==> src/rtl/sc_control_unit.sv <==
// Multi-cycle control unit for a single-cycle-datapath CPU: fetch/decode/execute/writeback FSM
// driving registered datapath selects, a write strobe, the program counter and a halt flag.
module sc_control_unit #(
    parameter int DATAWIDTH_BUS                 = 8,
    parameter int DATAWIDTH_INSTR               = 16,
    parameter int DATAWIDTH_ALU_SELECTION       = 4,
    parameter int DATAWIDTH_DECODER_SELECTION   = 3,
    parameter int DATAWIDTH_MUX_SELECTION       = 3,
    parameter int DATAWIDTH_REGSHIFTER_SELECTION = 2
) (
    input  logic                                      SC_CONTROL_UNIT_CLOCK_50,
    input  logic                                      SC_CONTROL_UNIT_Reset_InLow,
    input  logic [DATAWIDTH_INSTR-1:0]                SC_CONTROL_UNIT_InstrWord_In,
    input  logic                                      SC_CONTROL_UNIT_InstrValid_In,
    input  logic                                      SC_CONTROL_UNIT_Zero_In,
    output logic [DATAWIDTH_BUS-1:0]                  SC_CONTROL_UNIT_PC_Out,
    output logic                                      SC_CONTROL_UNIT_InstrRequest_Out,
    output logic [DATAWIDTH_ALU_SELECTION-1:0]        SC_CONTROL_UNIT_ALUSel_Out,
    output logic [DATAWIDTH_DECODER_SELECTION-1:0]    SC_CONTROL_UNIT_DecoderSel_Out,
    output logic [DATAWIDTH_MUX_SELECTION-1:0]        SC_CONTROL_UNIT_MuxASel_Out,
    output logic [DATAWIDTH_MUX_SELECTION-1:0]        SC_CONTROL_UNIT_MuxBSel_Out,
    output logic [DATAWIDTH_REGSHIFTER_SELECTION-1:0] SC_CONTROL_UNIT_ShiftSel_Out,
    output logic                                      SC_CONTROL_UNIT_WriteEnable_Out,
    output logic                                      SC_CONTROL_UNIT_Halted_Out
);

    typedef enum logic [2:0] {
        ST_IDLE,
        ST_FETCH,
        ST_DECODE,
        ST_EXECUTE,
        ST_WRITEBACK,
        ST_HALT
    } state_t;

    localparam logic [DATAWIDTH_ALU_SELECTION-1:0] OP_BZ   = 4'hE;
    localparam logic [DATAWIDTH_ALU_SELECTION-1:0] OP_HALT = 4'hF;

    state_t                                      state_q, state_d;
    logic [DATAWIDTH_INSTR-1:0]                  ir_q, ir_d;
    logic                                        z_q, z_d;
    logic [DATAWIDTH_BUS-1:0]                    pc_q, pc_d;
    logic                                        req_q, req_d;
    logic [DATAWIDTH_ALU_SELECTION-1:0]          alu_q, alu_d;
    logic [DATAWIDTH_DECODER_SELECTION-1:0]      dec_q, dec_d;
    logic [DATAWIDTH_MUX_SELECTION-1:0]          mua_q, mua_d;
    logic [DATAWIDTH_MUX_SELECTION-1:0]          mub_q, mub_d;
    logic [DATAWIDTH_REGSHIFTER_SELECTION-1:0]   sh_q, sh_d;
    logic                                        we_q, we_d;
    logic                                        halt_q, halt_d;

    logic [DATAWIDTH_ALU_SELECTION-1:0]          opcode;
    assign opcode = ir_q[15:12];

    always_ff @(posedge SC_CONTROL_UNIT_CLOCK_50 or negedge SC_CONTROL_UNIT_Reset_InLow) begin
        if (!SC_CONTROL_UNIT_Reset_InLow) begin
            state_q <= ST_IDLE;
            ir_q    <= '0;
            z_q     <= 1'b0;
            pc_q    <= '0;
            req_q   <= 1'b0;
            alu_q   <= '0;
            dec_q   <= '0;
            mua_q   <= '0;
            mub_q   <= '0;
            sh_q    <= '0;
            we_q    <= 1'b0;
            halt_q  <= 1'b0;
        end else begin
            state_q <= state_d;
            ir_q    <= ir_d;
            z_q     <= z_d;
            pc_q    <= pc_d;
            req_q   <= req_d;
            alu_q   <= alu_d;
            dec_q   <= dec_d;
            mua_q   <= mua_d;
            mub_q   <= mub_d;
            sh_q    <= sh_d;
            we_q    <= we_d;
            halt_q  <= halt_d;
        end
    end

    // Outputs are registered, so each branch sets what must be visible in the *next* state.
    always_comb begin
        state_d = state_q;
        ir_d    = ir_q;
        z_d     = z_q;
        pc_d    = pc_q;
        req_d   = req_q;
        alu_d   = alu_q;
        dec_d   = dec_q;
        mua_d   = mua_q;
        mub_d   = mub_q;
        sh_d    = sh_q;
        we_d    = 1'b0;
        halt_d  = halt_q;
        case (state_q)
            ST_IDLE: begin
                state_d = ST_FETCH;
                req_d   = 1'b1;
            end
            ST_FETCH: begin
                req_d = 1'b1;
                if (SC_CONTROL_UNIT_InstrValid_In) begin
                    ir_d    = SC_CONTROL_UNIT_InstrWord_In;
                    req_d   = 1'b0;
                    state_d = ST_DECODE;
                end
            end
            ST_DECODE: begin
                dec_d = ir_q[11:9];
                mua_d = ir_q[8:6];
                mub_d = ir_q[5:3];
                sh_d  = ir_q[2:1];
                if (opcode == OP_HALT) begin
                    halt_d  = 1'b1;
                    state_d = ST_HALT;
                end else begin
                    state_d = ST_EXECUTE;
                end
            end
            ST_EXECUTE: begin
                if (opcode == OP_BZ) begin
                    pc_d    = z_q ? ir_q[7:0] : pc_q + 1'b1;
                    req_d   = 1'b1;
                    state_d = ST_FETCH;
                end else begin
                    alu_d   = opcode;
                    we_d    = 1'b1;
                    state_d = ST_WRITEBACK;
                end
            end
            ST_WRITEBACK: begin
                z_d     = SC_CONTROL_UNIT_Zero_In;
                pc_d    = pc_q + 1'b1;
                req_d   = 1'b1;
                state_d = ST_FETCH;
            end
            ST_HALT: begin
                halt_d = 1'b1;
                req_d  = 1'b0;
            end
            default: state_d = ST_IDLE;
        endcase
    end

    assign SC_CONTROL_UNIT_PC_Out           = pc_q;
    assign SC_CONTROL_UNIT_InstrRequest_Out = req_q;
    assign SC_CONTROL_UNIT_ALUSel_Out       = alu_q;
    assign SC_CONTROL_UNIT_DecoderSel_Out   = dec_q;
    assign SC_CONTROL_UNIT_MuxASel_Out      = mua_q;
    assign SC_CONTROL_UNIT_MuxBSel_Out      = mub_q;
    assign SC_CONTROL_UNIT_ShiftSel_Out     = sh_q;
    assign SC_CONTROL_UNIT_WriteEnable_Out  = we_q;
    assign SC_CONTROL_UNIT_Halted_Out       = halt_q;

endmodule

==> config.mk <==
export PLATFORM = sky130hd
export DESIGN_NAME = sc_control_unit
export DESIGN_NICKNAME = d
export VERILOG_FILES = /design/src/rtl/sc_control_unit.sv
export SDC_FILE = /design/constraint.sdc
export NUM_CORES = 1
export LEC_CHECK = 0
export ABC_AREA = 1
export CORE_MARGIN = 2
export CORE_UTILIZATION = 50
export DETAILED_ROUTE_END_ITERATION = 8
export PLACE_DENSITY = 0.89
export REMOVE_ABC_BUFFERS = 1
export SLEW_MARGIN = 40
export SYNTH_ARGS = -nofsm -noshare
export SYNTH_HDL_FRONTEND = slang
export SYNTH_SLANG_ARGS = --single-unit
==> constraint.sdc <==
create_clock -name SC_CONTROL_UNIT_CLOCK_50 -period 1.45 [get_ports SC_CONTROL_UNIT_CLOCK_50]
set_input_delay 0.3625 -clock SC_CONTROL_UNIT_CLOCK_50 [delete_from_list [all_inputs] [get_ports SC_CONTROL_UNIT_CLOCK_50]]
set_output_delay 0.3625 -clock SC_CONTROL_UNIT_CLOCK_50 [all_outputs]
set_load 0.005 [all_outputs]
======== Yosys cells after proc, flatten, opt, wreduce, memory -nomap -nowiden ========
Index checks and enable logic that the tools add are counted.
cells by class
  bitwise operators ....................... 2
  eq/ne operators ......................... 10
  multiplexer cells ....................... 14
  $add $sub $neg .......................... 1
  reduce and logical (&&, ||, !) cells .... 11
operators by type and width
  cell                                                  count
  two-way mux 8 bit                                     2
  case mux 8 bit (2 select lines)                       1
  case mux 3 bit (5 select lines)                       1
  AND reduction 2 bit                                   6
  two-way mux 3 bit                                     3
  adder 8 x 1 -> 8 bit (second input constant)          1
  equality test 4 bit (second input constant)           2
  equality test 3 x 2 -> 1 bit (second input constant)  2
  equality test 3 bit (second input constant)           2
  inequality test 2 bit (second input constant)         3
  two-way mux 1 bit                                     5
  case mux 1 bit (4 select lines)                       1
  nonzero test 2 bit                                    2
  nonzero test 4 bit                                    1
  equality test 3 x 1 -> 1 bit (second input constant)  1
  zero test 3 bit                                       1
  inverter 1 bit                                        2
  case mux 1 bit (2 select lines)                       1
  OR reduction 2 bit                                    1
storage, ports and cells
  logic and storage cells ................. 50
  flip-flop bits (word level) ............. 46
  output and inout bits ................... 26

======== Depth between registers and ports, before layout ========
Gate-level depths: netlist of run 1.
  depth after elaboration ................. 4
  mapped depth ............................ 9
  mapped depth without buffers ............ 9

======== Worst setup path after synthesis of run 1 ========
Ideal clock, no wire load.
  path type ............................... flip-flop to flip-flop
  start ................................... reg state_q[2]
  end ..................................... reg ir_q[1]
  stages on the path, launching flop included .. 7
  arrival time ............................ 1216 ps
  setup slack ............................. 110 ps
  library setup time ...................... 123 ps
  cell sequence ........................... dfrtp_1 buf_2 nor3_4 nand2_2 buf_2 nor2_1 a21oi_1
on the way
  cells in the longest elaborated chain, start to end .. 2
RTL lines
  element                        RTL line  RTL
  start, declared                39        state_t state_q, state_d;
  start signal, assigned         70        state_q <= state_d;
  equality test 3 x 1 -> 1 bit   99        case (state_q)
  AND reduction 2 bit (no line)  -
  end signal, assigned           71        ir_q <= ir_d;
  end, declared                  40        logic [DATAWIDTH_INSTR-1:0] ir_q, ir_d;
Every way passes these cells.
A chain may end at the register's enable or synchronous reset.

======== Worst setup path after layout of run 1 ========
  start ................................... reg state_q[2]
  end ..................................... reg halt_q (netlist: SC_CONTROL_UNIT_Halted_Out)
on the way
  cells in the longest elaborated chain, start to end .. 3
RTL lines
  element                                                                RTL line  RTL
  equality test 3 x 2 -> 1 bit or equality test 3 bit (tied branches)    99
  inequality test 2 bit (no line) or nonzero test 2 bit (tied branches)  -
  AND reduction 2 bit (no line)                                          -
  end signal, assigned                                                   81        halt_q <= halt_d;
  end, declared                                                          50        logic halt_q, halt_d;
Parallel ways exist; a longest one is shown, timed or not.

==> run metrics, run 1 <==
Synth-to-Final Area Change=35.6%; Mean Syn Cell Area=8.21 sq um; post-layout min period=1.38 ns; I/O pin count=46; Setup CP Type=flop to flop; vias post-DR=between 1500 and 2000; Hold Vio Cnt, Final=0; core area=4000 sq um; leakage=1.50 nW; Vert. Die Dim=between 60 and 70 um; total gr overflow=0; Detailed Place HPWL=just over 3 mm; largest family of logic cells by synthesized area=simple AND/OR/NAND/NOR gates; VDD IR max=between 1000 and 1500 uV; status=completed; period utilization=between 90% and 100%; XOR/XNOR share of the synthesized area=less than 1%; Worst-path clk slew=0.08 ns; Yosys reg bits=46; share of layout cells above drive strength 1=between 10% and 20%; Pwr Density=about 2000 nW/um^2; Sink Count=46; Yosys warning count=0; Wirelength per Cell=between 10 and 15 um; Synth Instances=~250; root buf cell=clkbuf_8; critical path data arrival time=roughly 1.6 ns; largest net degree at the start of global routing=47; initial antenna violation count=0; R2R depth=5; Final setup viols=0; n_diodes=0; most frequent cells in the layout=84 x nand2_1, 46 x dfrtp_1, 28 x inv_1, 26 x dlygate4sd2_1, 23 x buf_4; Net count, final=342; die width=a little under 70 um; placed cell count=between 300 and 400; Worst Path Required=~1.7 ns; Post-Synth Simple-Gate Area=28.6%; startpoint types=flop; total die area=roughly 4700 sq um; critical path endpoint category=flop; Iteration-0 DRC Markers=~130; clk buf depth=2; Setup Skew=around 0.004 ns; number of global-route vias before repair=1733; Util after Layout=70.1%; Fmax achieved=between 0.7 and 0.8 GHz; Inserted Clock Buffers=5; clock latency on the worst-skew pair=about 0.29 ns; Max-slew headroom=78.1%; number of max-cap violations=0; post-synthesis mux area share=0%; final cell count without fillers=around 370; first drt pass iteration count=4; CP Max Fanout=20; area share of fa/ha/maj cells after synthesis=less than 1%; final antenna-violating net count=0; Worst Tran Pin Value=roughly 0.33 ns; Pwr Total=between 5 and 6 mW; CTS tree=done; commonest non-fill, non-tap cell in the layout=nand2_1; pins over their slew limit=0; GRT Util Overall=21.5%; first-pass GRT wire length=between 7 and 8 mm; Hold Path Class=input pin to asynchronous set/reset pin; setup TNS=0 ns; Initial Utilization=about 52%; post-DR vias/cell=between 5 and 6; Synth Area in Compound Gates=between 7 and 8%; Netlist Area Pre-Place=just over 2000 sq um; drt total wl=between 4 and 5 mm; # rows=23; Final GP Congestion=0.884; H-tree levels=2; DR DRC count=0; register area share after synthesis=between 50% and 60%; Distinct cells, synth=20; PortBufs=45
final timing paths:
kind	start	end	slack, ns
setup / recovery	state_q[2]	SC_CONTROL_UNIT_Halted_Out	0.07
hold / removal	SC_CONTROL_UNIT_Reset_InLow	SC_CONTROL_UNIT_ALUSel_Out[1]	0.03
setup reg to reg	state_q[2]	SC_CONTROL_UNIT_Halted_Out	0.07
hold reg to reg	SC_CONTROL_UNIT_DecoderSel_Out[1]	SC_CONTROL_UNIT_DecoderSel_Out[1]	0.48
max in group asynchronous	SC_CONTROL_UNIT_Reset_InLow	SC_CONTROL_UNIT_DecoderSel_Out[0]	1.20
min in group SC_CONTROL_UNIT_CLOCK_50	SC_CONTROL_UNIT_DecoderSel_Out[1]	SC_CONTROL_UNIT_DecoderSel_Out[1]	0.48
cell usage after synthesis:
cell / count / area share [%]
xnor2_1: 1 / 0.42
nand4_1: 4 / 1.2
o211ai_1: 2 / 0.73
nand2_2: 2 / 0.60
clkbuf_1: 2 / 0.36
inv_2: 3 / 0.54
o21ai_0: 15 / 3.6
nand3b_1: 1 / 0.36
nand3_2: 1 / 0.48
nor2_1: 20 / 3.6
nor3_4: 2 / 1.6
buf_6: 1 / 0.54
inv_1: 28 / 5.1
buf_2: 4 / 0.97
dfrtp_1: 46 / 56
nand3_1: 20 / 4.8
or2_1: 1 / 0.30
ha_1: 1 / 0.60
a21oi_1: 12 / 2.9
nand2_1: 86 / 16
worst max-delay path: stages, from the launching register on:
cell,delay (ns)
dfrtp_1,0.45
buf_4,0.19
nor3_4,0.21
inv_4,0.13
or2_1,0.24
nand3b_1,0.09
what timing repair did:
item                                    in CTS  in global routing
endpoints found under the setup margin      26                 10
hold buffers                                 0                  0
buffers inserted                            10                  0
gates resized for setup                     26                  6
gates cloned                                 0                  0
per-stage QoR:
stage | hold slack [ns] | instance area (sq um) | setup WS [ns]
6_report | 0.0305 | 2810 | 0.0698
5_1_grt | 0.0404 | 2810 | -0.000726
4_1_cts | 0.0377 | 2790 | 0.00456
3_5_place_dp | 0.360 | 2660 | -0.0605
3_3_place_gp | 0.359 | 2660 | 0.0257
2_1_floorplan | 0.0669 | 2030 | 0.0999
registers in the layout, summed over array words and instances, names as in the netlist:
register / cells
SC_CONTROL_UNIT_PC_Out: 8
SC_CONTROL_UNIT_ALUSel_Out: 4
SC_CONTROL_UNIT_Halted_Out: 1
SC_CONTROL_UNIT_DecoderSel_Out: 3
SC_CONTROL_UNIT_WriteEnable_Out: 1
SC_CONTROL_UNIT_ShiftSel_Out: 2
SC_CONTROL_UNIT_MuxBSel_Out: 3
SC_CONTROL_UNIT_InstrRequest_Out: 1
state_q: 3
SC_CONTROL_UNIT_MuxASel_Out: 3
z_q: 1
ir_q: 16
per-layer routing:
metal | up-vias | routed length [um] | track usage (%)
li1 | 928 | - | -
met1 | 859 | 2010 | 29.2
met2 | 59 | 2140 | 33.5
met3 | 15 | 228 | 3.45
met4 | 0 | 120 | 10.5
met5 | - | 0 | 0
logic make-up after synthesis:
group	after synthesis
buffers and inverters	38
adders and majority gates	1
AOI/OAI and AO/OA	29
DFF	46
xor gates and xnor gates	1
and+or+nand+nor	137
layout make-up:
cell class                      count  area (sq um)
Multi-Input combinational cell    168           776
Timing Repair Buffer               69           606
Clock buffer                        7          86.3
Sequential cell                    46          1150
Tap cell                           50          62.6
Fill cell                         322          1190
Clock inverter                      1          5.00
Inverter                           31           119
where the power goes:
group	internal [mW]	leakage [nW]	switching, mW
logic	1.18	0.898	1.37
registers	1.87	0.550	0.319
clock network	0.385	0.0482	0.407
(Power assumes the default switching activity.)
==> run 2, diff against run 1 <==
CAP_MARGIN = 20   (was unset)
PLACE_DENSITY = unset   (was 0.89)
PLACE_DENSITY_LB_ADDON = 0.08   (was unset)
==> run 2 against run 1 <==
Net effect: global-route usage is 0.58 points lower; final cell count up 1.6%; sequential power hardly changed; final area increased by 2.3%; non-clock buffer count grew 6; critical path depth down 4; via count decreased by 0.91%; sequential share of layout area decreased by 0.83 points; combinational power increased by 2%.
==> run metrics, run 2 (synthesis results as in run 1) <==
Initial Utilization=51.7% (unchanged); n_diodes=0 (unchanged); worst hold margin=0.0350 ns (+0.00452 ns); Most Crowded Layer GR=met2; commonest non-fill, non-tap cell in the layout=nand2_1; pins over their slew limit=0 (unchanged); clock latency on the worst-skew pair=0.29 ns (about the same); CP Max Fanout=2 (-90%); total gr overflow=0 (unchanged); leakage=1.53 nW (+2.0%); DR DRC count=0 (unchanged); largest net degree at the start of global routing=47 (unchanged); met3 GRT Util=5.43% (+2.0 points); number of global-route vias before repair=1656 (-4.4%); max reg flops=16 (unchanged); Pwr Density=1950 nW/um^2 (-0.89%); Setup CP Type=flop to output port; first drt pass iteration count=4 (unchanged); post-DR vias/cell=4.88 (-2.5%); Wirelength per Cell=11.6 um (-3.9%); final cell count without fillers=378 (+1.6%); critical path endpoint category=output port; met1 Usage GRT=28.3% (-0.86 points); core area=4000 sq um (unchanged); period utilization=91.3% (-3.9 points); Fmax achieved=0.755 GHz (+4.2%); Fill cells=341 (+5.9%); Inserted Clock Buffers=5 (unchanged); met2 Use GR=33.7% (+0.24 points); Final GP Congestion=0.849 (-4.0%); GRT Util Overall=20.9% (-0.58 points); startpoint types=flop; clk buf depth=2 (unchanged); placed cell count=356 (+0.56%); vias post-DR=1844 (-0.91%); # rows=23 (unchanged); Iteration-0 DRC Markers=107 (-20%); Worst Path Required=1.09 ns (-0.59 ns); Net count, final=348 (+1.8%); Vert. Die Dim=68.3 um (unchanged); Hold Path Class=input pin to asynchronous set/reset pin; R2R Setup Slk=0.13 ns (+0.06 ns); Largest delay share family, worst path=flip-flops; Sink Count=46 (unchanged); Worst Tran Pin Value=0.292 ns (-0.0330 ns); CTS tree=done; Hold Vio Cnt, Final=0 (unchanged); Detailed Place HPWL=3.04 mm (-1.4%); most frequent cells in the layout=84 x nand2_1, 44 x dfrtp_1, 28 x buf_4, 27 x inv_1, 26 x dlygate4sd2_1; status=completed; I/O pin count=46 (unchanged); critical path data arrival time=0.96 ns (-0.65 ns); CP bufs+invs=1 (-1); worst slack at placement=0.00133 ns (+0.0618 ns); Reg with most FFs=ir_q; VDD IR max=982 uV (-10%); PortBufs=45 (unchanged); Final setup viols=0 (unchanged); drt total wl=4.39 mm (-2.4%); Synth-to-Final Area Change=38.6%; total die area=4670 sq um (unchanged); Worst-path clk slew=0.09 ns (about the same); root buf cell=clkbuf_8; number of max-cap violations=0 (unchanged); final worst slack=0.126 ns (+0.0559 ns); Max-slew headroom=80.5% (+2.4 points); first-pass GRT wire length=7.24 mm (-2.6%); post-layout min period=1.32 ns (-0.0559 ns); initial antenna violation count=0 (unchanged); Setup Skew=0.00735 ns (+0.00344 ns); die width=68.3 um (unchanged); sequence of cells on the critical path=dlygate4sd2_1; final antenna-violating net count=0 (unchanged); H-tree levels=2 (unchanged); Slowest-stage cell, CP=dfrtp_1; Worst path max stage delay=0.40 ns (-0.05 ns); share of layout cells above drive strength 1=16.2% (+2.8 points)
==> run 2: per-layer routing <==
metal | vias to the layer above | part of all wire (%)
li1 | 941 | -
met1 | 863 | 48
met2 | 38 | 48
met3 | 2 | 4.1
met4 | 0 | 0.39
met5 | - | 0
==> run 2: where the power goes <==
group          leakage, nW  switching, mW  internal, mW
registers            0.547          0.330          1.87
logic                0.930           1.33          1.28
clock network       0.0482          0.408         0.385
==> run 2: metrics by stage <==
stage	utilization, %	TNS, ns	area (sq um)	total power, mW
finish	71.7	0	2870	5.60
global route	71.7	-0.0173	2870	6.13
CTS	70.8	0	2830	5.59
detailed placement	67.1	0	2680	4.81
global placement	67.1	0	2680	4.74
floorplan	-	0	2030	3.50
==> run 2: what timing repair did <==
action                                  CTS  global route
endpoints found under the setup margin   26            11
resized for setup                        26             8
pin swaps                                 0             1
setup buffers                            12             2
hold buffers                              0             0
==> run 2: final cells by class <==
type                            instances  area [sq um]  area share, %
Tap cell                               50          62.6           2.18
Inverter                               31           120           4.19
Timing Repair Buffer                   75           663           23.1
Sequential cell                        46          1150           40.2
Multi-Input combinational cell        168           778           27.1
Clock buffer                            7          86.3           3.01
Clock inverter                          1          5.00          0.174
==> run 2: worst paths after layout <==
| kind | from | endpoint | cells after the start |
|---|---|---|---|
| worst max register to register | ir_q[12] | SC_CONTROL_UNIT_PC_Out[5] | 8 |
| min in group SC_CONTROL_UNIT_CLOCK_50 | SC_CONTROL_UNIT_DecoderSel_Out[1] | SC_CONTROL_UNIT_DecoderSel_Out[1] | 2 |
| max in group asynchronous | SC_CONTROL_UNIT_Reset_InLow | state_q[2] | 2 |
| worst max-delay path | SC_CONTROL_UNIT_MuxBSel_Out[2] | SC_CONTROL_UNIT_MuxBSel_Out[2] | 1 |
| worst min-delay path | SC_CONTROL_UNIT_Reset_InLow | SC_CONTROL_UNIT_ALUSel_Out[1] | 2 |
| worst min register to register | SC_CONTROL_UNIT_DecoderSel_Out[1] | SC_CONTROL_UNIT_DecoderSel_Out[1] | 2 |
